**config.mk**
```make
export PLATFORM = sky130hd
export DESIGN_NAME = defog_recover_pipe
export DESIGN_NICKNAME = d
export VERILOG_FILES = /design/src/rtl/defog_recover_pipe.sv
export SDC_FILE = /design/constraint.sdc
export NUM_CORES = 2
export LEC_CHECK = 0
export BUFFER_PORTS_ARGS = -buffer_cell sky130_fd_sc_hd__buf_2
export CAP_MARGIN = 20
export CORE_ASPECT_RATIO = 1.1
export CORE_MARGIN = 4
export CORE_UTILIZATION = 55
export CTS_CLUSTER_SIZE = 14
export DETAILED_ROUTE_END_ITERATION = 6
export GPL_TIMING_DRIVEN = 0
export PLACE_DENSITY = 0.72
export REMOVE_ABC_BUFFERS = 1
export SLEW_MARGIN = 25
export SYNTH_ARGS = -nofsm -noshare
export SYNTH_HDL_FRONTEND = slang
export SYNTH_SLANG_ARGS = --single-unit
```
**constraint.sdc**
```tcl
create_clock -name pixelclk -period 61.2 [get_ports pixelclk]
set_input_delay 6.12 -clock pixelclk [delete_from_list [all_inputs] [get_ports pixelclk]]
set_output_delay 6.12 -clock pixelclk [all_outputs]
set_load 0.01 [all_outputs]
```
**src/rtl/defog_recover_pipe.sv**
```systemverilog
`default_nettype none
// ============================================================================
//  Module      : defog_recover_pipe
//  Description : Scene-radiance recovery for the DCP dehazing pipeline.
//                J = (I - A) * TMAX / max(t, T0) + A, rounded half-up and
//                clipped to the channel range. Three register stages. The
//                atmospheric light and the bypass flag are frame-synchronous.
//                Clipped (saturated) pixels are counted per frame.
//  Revision    : 1.0 - initial parametrised release
// ============================================================================
module defog_recover_pipe #(
    parameter int DW   = 8,
    parameter int CH   = 3,
    parameter int TW   = 8,
    parameter int T0   = 26,
    parameter int FRAC = 12,
    parameter int CW   = 24
) (
    input  logic               pixelclk,
    input  logic               reset_n,
    input  logic [CH*DW-1:0]   i_rgb,
    input  logic [TW-1:0]      i_transmittance,
    input  logic [CH*DW-1:0]   i_atmos,
    input  logic               i_bypass,
    input  logic               i_hsync,
    input  logic               i_vsync,
    input  logic               i_de,
    output logic [CH*DW-1:0]   o_defogging,
    output logic               o_hsync,
    output logic               o_vsync,
    output logic               o_de,
    output logic [CW-1:0]      o_sat_count
);

    // Reciprocal width, product width
    localparam int c_RW = FRAC + TW;
    localparam int c_PW = DW + FRAC + TW + 2;

    // Transmittance floor as a TW-bit value
    localparam logic [TW-1:0] c_T0 = TW'(T0);
    // 2^FRAC * TMAX, the constant numerator of the reciprocal
    localparam logic [c_RW-1:0] c_NUM = {{TW{1'b1}}, {FRAC{1'b0}}};
    // Unity gain (t = TMAX); used to make bypass an exact identity
    localparam logic [c_RW-1:0] c_ONE = c_RW'(1) << FRAC;
    // Rounding offset 2^(FRAC-1)
    localparam logic signed [c_PW-1:0] c_HALF = c_PW'(1) << (FRAC - 1);
    // Largest representable channel value
    localparam logic signed [c_PW-1:0] c_JMAX = c_PW'((1 << DW) - 1);
    // Sticky ceiling of the saturation counter
    localparam logic [CW-1:0] c_CMAX = '1;

    // Frame-start detection and frame shadows
    logic                    r_vsync_d;
    logic [CH*DW-1:0]        r_a_act;
    logic                    r_byp_act;
    logic                    w_fs;
    logic [CH*DW-1:0]        w_a_eff;
    logic                    w_byp_eff;

    // Stage 1
    logic [TW-1:0]           w_tc;
    logic [c_RW-1:0]         w_recip;
    logic signed [DW:0]      w_d [CH];
    logic [c_RW-1:0]         r_s1_recip;
    logic signed [DW:0]      r_s1_d [CH];
    logic [CH*DW-1:0]        r_s1_a;
    logic                    r_s1_byp;
    logic [2:0]              r_s1_tim;

    // Stage 2
    logic signed [c_PW-1:0]  w_p [CH];
    logic signed [c_PW-1:0]  r_s2_p [CH];
    logic [CH*DW-1:0]        r_s2_a;
    logic                    r_s2_byp;
    logic [2:0]              r_s2_tim;

    // Stage 3
    logic signed [c_PW-1:0]  w_q [CH];
    logic [CH-1:0]           w_clip;
    logic [CH*DW-1:0]        w_j;
    logic                    w_sat;
    logic                    r_s3_sat;

    // Saturation counter
    logic                    r_ovs_d;
    logic [CW-1:0]           r_run;

    // The pixel that coincides with frame start already uses the new values
    assign w_fs      = i_vsync & ~r_vsync_d;
    assign w_a_eff   = w_fs ? i_atmos  : r_a_act;
    assign w_byp_eff = w_fs ? i_bypass : r_byp_act;

    // Capture atmospheric light and bypass only on a rising edge of vsync
    always_ff @(posedge pixelclk) begin
        if (!reset_n) begin
            r_vsync_d <= 1'b0;
            r_a_act   <= '1;
            r_byp_act <= 1'b0;
        end else begin
            r_vsync_d <= i_vsync;
            if (w_fs) begin
                r_a_act   <= i_atmos;
                r_byp_act <= i_bypass;
            end
        end
    end

    // Floor the transmittance and form the reciprocal gain (unity in bypass)
    always_comb begin
        w_tc    = (i_transmittance < c_T0) ? c_T0 : i_transmittance;
        w_recip = w_byp_eff ? c_ONE : (c_NUM / {{FRAC{1'b0}}, w_tc});
    end

    // Per-channel datapath: difference, product, rounding, offset and clip
    generate
        for (genvar g = 0; g < CH; g++) begin : g_ch
            localparam int c_LO = (CH - 1 - g) * DW;
            logic w_lo;
            logic w_hi;

            assign w_d[g] = $signed({1'b0, i_rgb[c_LO +: DW]})
                          - $signed({1'b0, w_a_eff[c_LO +: DW]});

            assign w_p[g] = c_PW'(r_s1_d[g]) * c_PW'($signed({1'b0, r_s1_recip}));

            assign w_q[g] = ((r_s2_p[g] + c_HALF) >>> FRAC)
                          + $signed({{(c_PW - DW){1'b0}}, r_s2_a[c_LO +: DW]});

            assign w_lo      = w_q[g][c_PW-1];
            assign w_hi      = !w_lo && (w_q[g] > c_JMAX);
            assign w_clip[g] = w_lo | w_hi;
            assign w_j[c_LO +: DW] = w_lo ? '0 : (w_hi ? '1 : w_q[g][DW-1:0]);
        end
    endgenerate

    // Only visible pixels outside bypass may count as saturated
    assign w_sat = (|w_clip) & r_s2_tim[0] & ~r_s2_byp;

    // Stage 1: register reciprocal, differences, A, bypass and timing
    always_ff @(posedge pixelclk) begin
        if (!reset_n) begin
            r_s1_recip <= '0;
            for (int c = 0; c < CH; c++) r_s1_d[c] <= '0;
            r_s1_a     <= '0;
            r_s1_byp   <= 1'b0;
            r_s1_tim   <= '0;
        end else begin
            r_s1_recip <= w_recip;
            for (int c = 0; c < CH; c++) r_s1_d[c] <= w_d[c];
            r_s1_a     <= w_a_eff;
            r_s1_byp   <= w_byp_eff;
            r_s1_tim   <= {i_hsync, i_vsync, i_de};
        end
    end

    // Stage 2: register the scaled differences
    always_ff @(posedge pixelclk) begin
        if (!reset_n) begin
            for (int c = 0; c < CH; c++) r_s2_p[c] <= '0;
            r_s2_a   <= '0;
            r_s2_byp <= 1'b0;
            r_s2_tim <= '0;
        end else begin
            for (int c = 0; c < CH; c++) r_s2_p[c] <= w_p[c];
            r_s2_a   <= r_s1_a;
            r_s2_byp <= r_s1_byp;
            r_s2_tim <= r_s1_tim;
        end
    end

    // Stage 3: register the recovered pixel, timing and saturation flag
    always_ff @(posedge pixelclk) begin
        if (!reset_n) begin
            o_defogging <= '0;
            o_hsync     <= 1'b0;
            o_vsync     <= 1'b0;
            o_de        <= 1'b0;
            r_s3_sat    <= 1'b0;
        end else begin
            o_defogging <= w_j;
            o_hsync     <= r_s2_tim[2];
            o_vsync     <= r_s2_tim[1];
            o_de        <= r_s2_tim[0];
            r_s3_sat    <= w_sat;
        end
    end

    // Count saturated output pixels; publish and restart on output vsync rise
    always_ff @(posedge pixelclk) begin
        if (!reset_n) begin
            r_ovs_d     <= 1'b0;
            r_run       <= '0;
            o_sat_count <= '0;
        end else begin
            r_ovs_d <= o_vsync;
            if (o_vsync && !r_ovs_d) begin
                o_sat_count <= r_run;
                r_run       <= CW'(r_s3_sat);
            end else if (r_s3_sat && (r_run != c_CMAX)) begin
                r_run <= r_run + CW'(1);
            end
        end
    end

endmodule
`default_nettype wire

```
==> results <==
- The flow ran to the end, but the final reports show violations.
- The final reports fail on design-rule violations.
- The total wire length after detailed routing is 79.8 mm.
- The initial antenna violation count came to 0.
- The slowest stage of the critical path belongs to the cell sky130_fd_sc_hd__o21ai_1.
- The post-cts gate resize count is 0.
- Entering global routing, the biggest net connects roughly 150 pins.
- The number of enable-type register cells in the synthesized netlist is 0.
- The clock-pin transition on the worst setup and hold timing paths is 0.06 ns.
- Compared with the post-synthesis result, the final layout area differs by 5.96%.
- The highest layer touched by signal routing is met4.
- The detailed router finished its first iteration with 1,441 violations.
- After layout, the worst setup slack is ~14 ns.
- Of the available clock period, the critical path in the final layout requires 0.767.
- The maximum buffer depth of the clock tree is 3.
- In the synthesized netlist the dominant register cell turns out to be sky130_fd_sc_hd__dfxtp_1.
- The total area of sequential cells is 0.00525 mm^2.
- The number of global-route vias before repair came to around 28,000.
- The sum of routed wire segments on met1 is 35.2 mm.
- After detailed routing, the number of remaining DRC violations is 1.
- The number of antenna repair diodes is 0.
- The first global-routing pass estimated 137 mm of wire.
- After synthesis the netlist holds a flip-flop and latch count of 261.
- Derived from the worst setup path, the maximum achievable clock frequency is 0.0213 GHz.
- The worst hold path cell count is 1.
- The worst min-delay path endpoint is r_s2_a[7]$_SDFF_PN0_.
- In the synthesized netlist, the number of instances is between 4,000 and 5,000.
- Global routing finished with a remaining overflow of 0.
- The max-cap check violation count is 0.
- The biggest area consumer among synthesized cells is sky130_fd_sc_hd__fa_1.
- The number of vias after detailed routing is 27,800.
- The critical path data required time is approximately 62 ns.
- TritonCTS built the clock tree.
- The worst setup path is launched from an input port.
- In the final design database the tool counted 4,896 nets.
- Post-CTS timing repair inserted 0 buffers for setup.
- In the detailed route, the total length drawn on met2 is 39.1 mm.
- The number of input and output port buffers inserted is 112.
- The startpoint identified for the worst hold timing path is r_s1_a[7]$_SDFF_PN0_.
- The number of buffers created by CTS is 28.
- The total count of hold-check failures in the final report is 0.
- The register-to-register path setup slack is roughly 52 ns.
- The worst register-to-register path ends at r_s2_p[0][89]$_SDFF_PN0_.
- In this design, the critical path's most frequently occurring cell is sky130_fd_sc_hd__o21ai_0.
- The global-route usage over all layers is 0.237.
- In the final layout, the multi-input gates occupy 0.0277 mm^2.
- The maximum clock skew at final layout is ~0.038 ns.
- Of the post-synthesis cell area, the dominant cell type holds 0.219.
- The sum of negative setup slack is 0 ns.
- After synthesis, the share of flip-flops with an asynchronous set or reset is 0.
- The path class of the tightest hold or removal check is flop to flop.
- Dividing the detail-routed wire length by the instance count gives 16.2 um.
- The via density per instance is 5.64.
- The die outline area is 0.0680 mm^2.
- The final number of setup-violating endpoints is 0.
- Counting distinct cell types in the post-synthesis netlist gives 109.
- The initialized floorplan defines 96 standard-cell rows.
- Each instance of the synthesized netlist takes up on average 8.55 um^2.
- Measured along the x axis, the die boundary spans 249 um.
- The final count of pins violating max slew came to 0.
- The data arrival time of the critical path is about 47 ns.
- The critical path is of the input port to flop type.
- Along the worst path, the maximum fanout reaches 18.
- During synthesis, Yosys emitted a total of 0 warnings.
- After clock tree synthesis, the flow added hold-fix buffers numbering 0.
- The detailed-placement wirelength estimate is about 60 mm.
- For the finished layout, the period the worst path requires is 46.94 ns.
- In the post-synthesis netlist, the biggest area contributors are sky130_fd_sc_hd__fa_1 22%, sky130_fd_sc_hd__dfxtp_1 15%, sky130_fd_sc_hd__ha_1 13%, sky130_fd_sc_hd__and2_1 5.3%, sky130_fd_sc_hd__nand2_1 5.2%.
- CTS saw between 200 and 300 sinks.
- The worst slack after detailed placement is 14.03 ns.
- between 100 and 150 I/O pins were placed.
- Across all hold checks on the routed design, the worst slack comes to about 0.43 ns.
- Clock tree synthesis selected as its root buffer the cell sky130_fd_sc_hd__clkbuf_16.
- Headroom to the max-slew limit came out at 0.298.
- In this design, the stage delay of the slowest critical-path cell is 0.86 ns.
- In the final layout, the share of cells above drive strength 1 is 0.0722.
- The antenna violation net count after detailed routing is 0.
- The reg-to-reg critical path startpoint is r_s1_recip[1]$_SDFF_PP0_.
- The critical path endpoint category is a flop.
- Routability-driven placement finished with a final weighted congestion of 0.889.
- Setup repair after global routing left no endpoint under its margin.
- The pre-antenna-repair detailed-routing pass consisted of 7 iterations.
- The placeable core region is roughly 0.063 mm^2.
- For this run, the register share of the synthesized area comes to 0.149.
- Measured along the y axis, the die boundary spans 273 um.
- The synthesized netlist occupies a cell area of 0.0351 mm^2.
- The number of cells on the worst reg-to-reg path is 34.
- The initial utilization of the core area, before any placement, comes to 0.559.
- The transition time at the pin with the least slew margin is 1.05 ns.
- The filler cells instantiated in the layout total between 5,000 and 6,000.
- In the detailed route, the total length drawn on met3 is slightly below 4 mm.
- In this run the number of H-tree levels came out at 1.
- For the worst-skew pair, the clock arrives at the later sink with an insertion delay of about 0.60 ns.
-- placed cells by master, fill, tap and decap left out, drive strengths merged, types with 9 or more instances in the layout --
master / n
a21o: 69
nand2b: 98
mux2i: 48
mux2: 30
and4: 10
or3: 25
nor2: 186
o21ai: 124
nor2b: 102
o21a: 66
o22ai: 9
nand2: 487
a211oi: 19
a31oi: 21
dfxtp: 261
buf: 118
a2111oi: 10
a21boi: 30
and2: 297
o31ai: 24
clkbuf: 31
nand3: 70
nand4: 31
inv: 421
xor2: 75
nor3b: 19
o21bai: 42
nor4: 19
clkinv: 14
ha: 373
a22oi: 9
and3: 28
a21oi: 166
or2: 20
fa: 384
o211ai: 20
xnor2: 149
nor3: 74
-- registers in the layout, indices dropped and copies added, names as in the netlist, 3 cells and up --
name         flops
r_s2_a          24
r_s2_tim         3
r_s2_p          57
r_s1_a          24
r_run           24
r_s1_recip      20
r_a_act         24
r_s1_tim         3
o_defogging     24
o_sat_count     24
r_s1_d          27
-- how the worst max path moves through the flow --
| stage | from | endpoint | slack [ns] | cells past startpoint |
|---|---|---|---|---|
| after floorplan | i_transmittance[5] | r_s1_recip[0]$_SDFF_PP0_ | 19.67 | 168 |
| after CTS | i_transmittance[1] | r_s1_recip[0]$_SDFF_PP0_ | 14.40 | 170 |
| after detailed placement | i_transmittance[1] | r_s1_recip[0]$_SDFF_PP0_ | 14.03 | 170 |
| after global placement | i_transmittance[7] | r_s1_recip[0]$_SDFF_PP0_ | 12.17 | 169 |
| after global routing | i_transmittance[1] | r_s1_recip[0]$_SDFF_PP0_ | 10.60 | 170 |
| final | i_transmittance[1] | r_s1_recip[0]$_SDFF_PP0_ | 14.26 | 170 |
-- layer usage --
layer / global-route usage / vias up
met5: 0 / -
met1: 0.311 / 13500
li1: - / 13600
met2: 0.424 / 687
met4: 0.0555 / 0
met3: 0.0230 / 127
-- logic make-up after synthesis --
group / after synthesis / synth area share
xor+xnor: 225 / 0.0565
other cells: 2 / 0.000214
fa+ha+maj: 757 / 0.352
flops: 261 / 0.149
buf+inv: 605 / 0.0661
simple gates: 1490 / 0.218
compound gates: 690 / 0.135
mux: 78 / 0.0242
-- per-stage QoR --
stage,cells,instance area [um^2],utilization
after global placement,4874,36000,0.573
after detailed placement,4880,36200,0.577
final,4932,37200,0.592
after CTS,4932,37200,0.592
after global routing,4932,37200,0.592
after floorplan,3929,34400,-
-- worst max-delay path: cells and delay by family --
kind / cells / cell delay, ns
compound gates: 91 / 20.68
fa+ha+maj: 16 / 5.59
buf+inv: 1 / 0.21
mux: 5 / 1.35
simple gates: 57 / 13.34
-- layout make-up --
class / count / area share
Clock buffer: 31 / 0.0197
Clock inverter: 21 / 0.00683
Inverter: 420 / 0.0424
Tap cell: 833 / 0.0280
Sequential cell: 261 / 0.141
Timing Repair Buffer: 118 / 0.0184
Multi-Input combinational cell: 3248 / 0.744
-- Yosys cell counts (all sizes together), types with 19 or more instances --
cell type  instances
buf               25
nor2             186
nand4             31
mux2              30
xnor2            149
or2               20
nor3              74
clkbuf           160
dfxtp            261
o21ai            124
ha               373
inv              420
nor2b            102
or3               25
o21a              66
and2             297
a21oi            166
o31ai             24
xor2              75
a31oi             21
fa               384
nand2            487
mux2i             48
a21boi            30
and3              28
o21bai            42
a211oi            19
a21o              69
o211ai            20
nand2b            98
nor4              19
nor3b             19
nand3             70
Power is left out: the tool's default activity adds up to more than one toggle a clock period on the data nets, which glitch-free logic cannot reach.
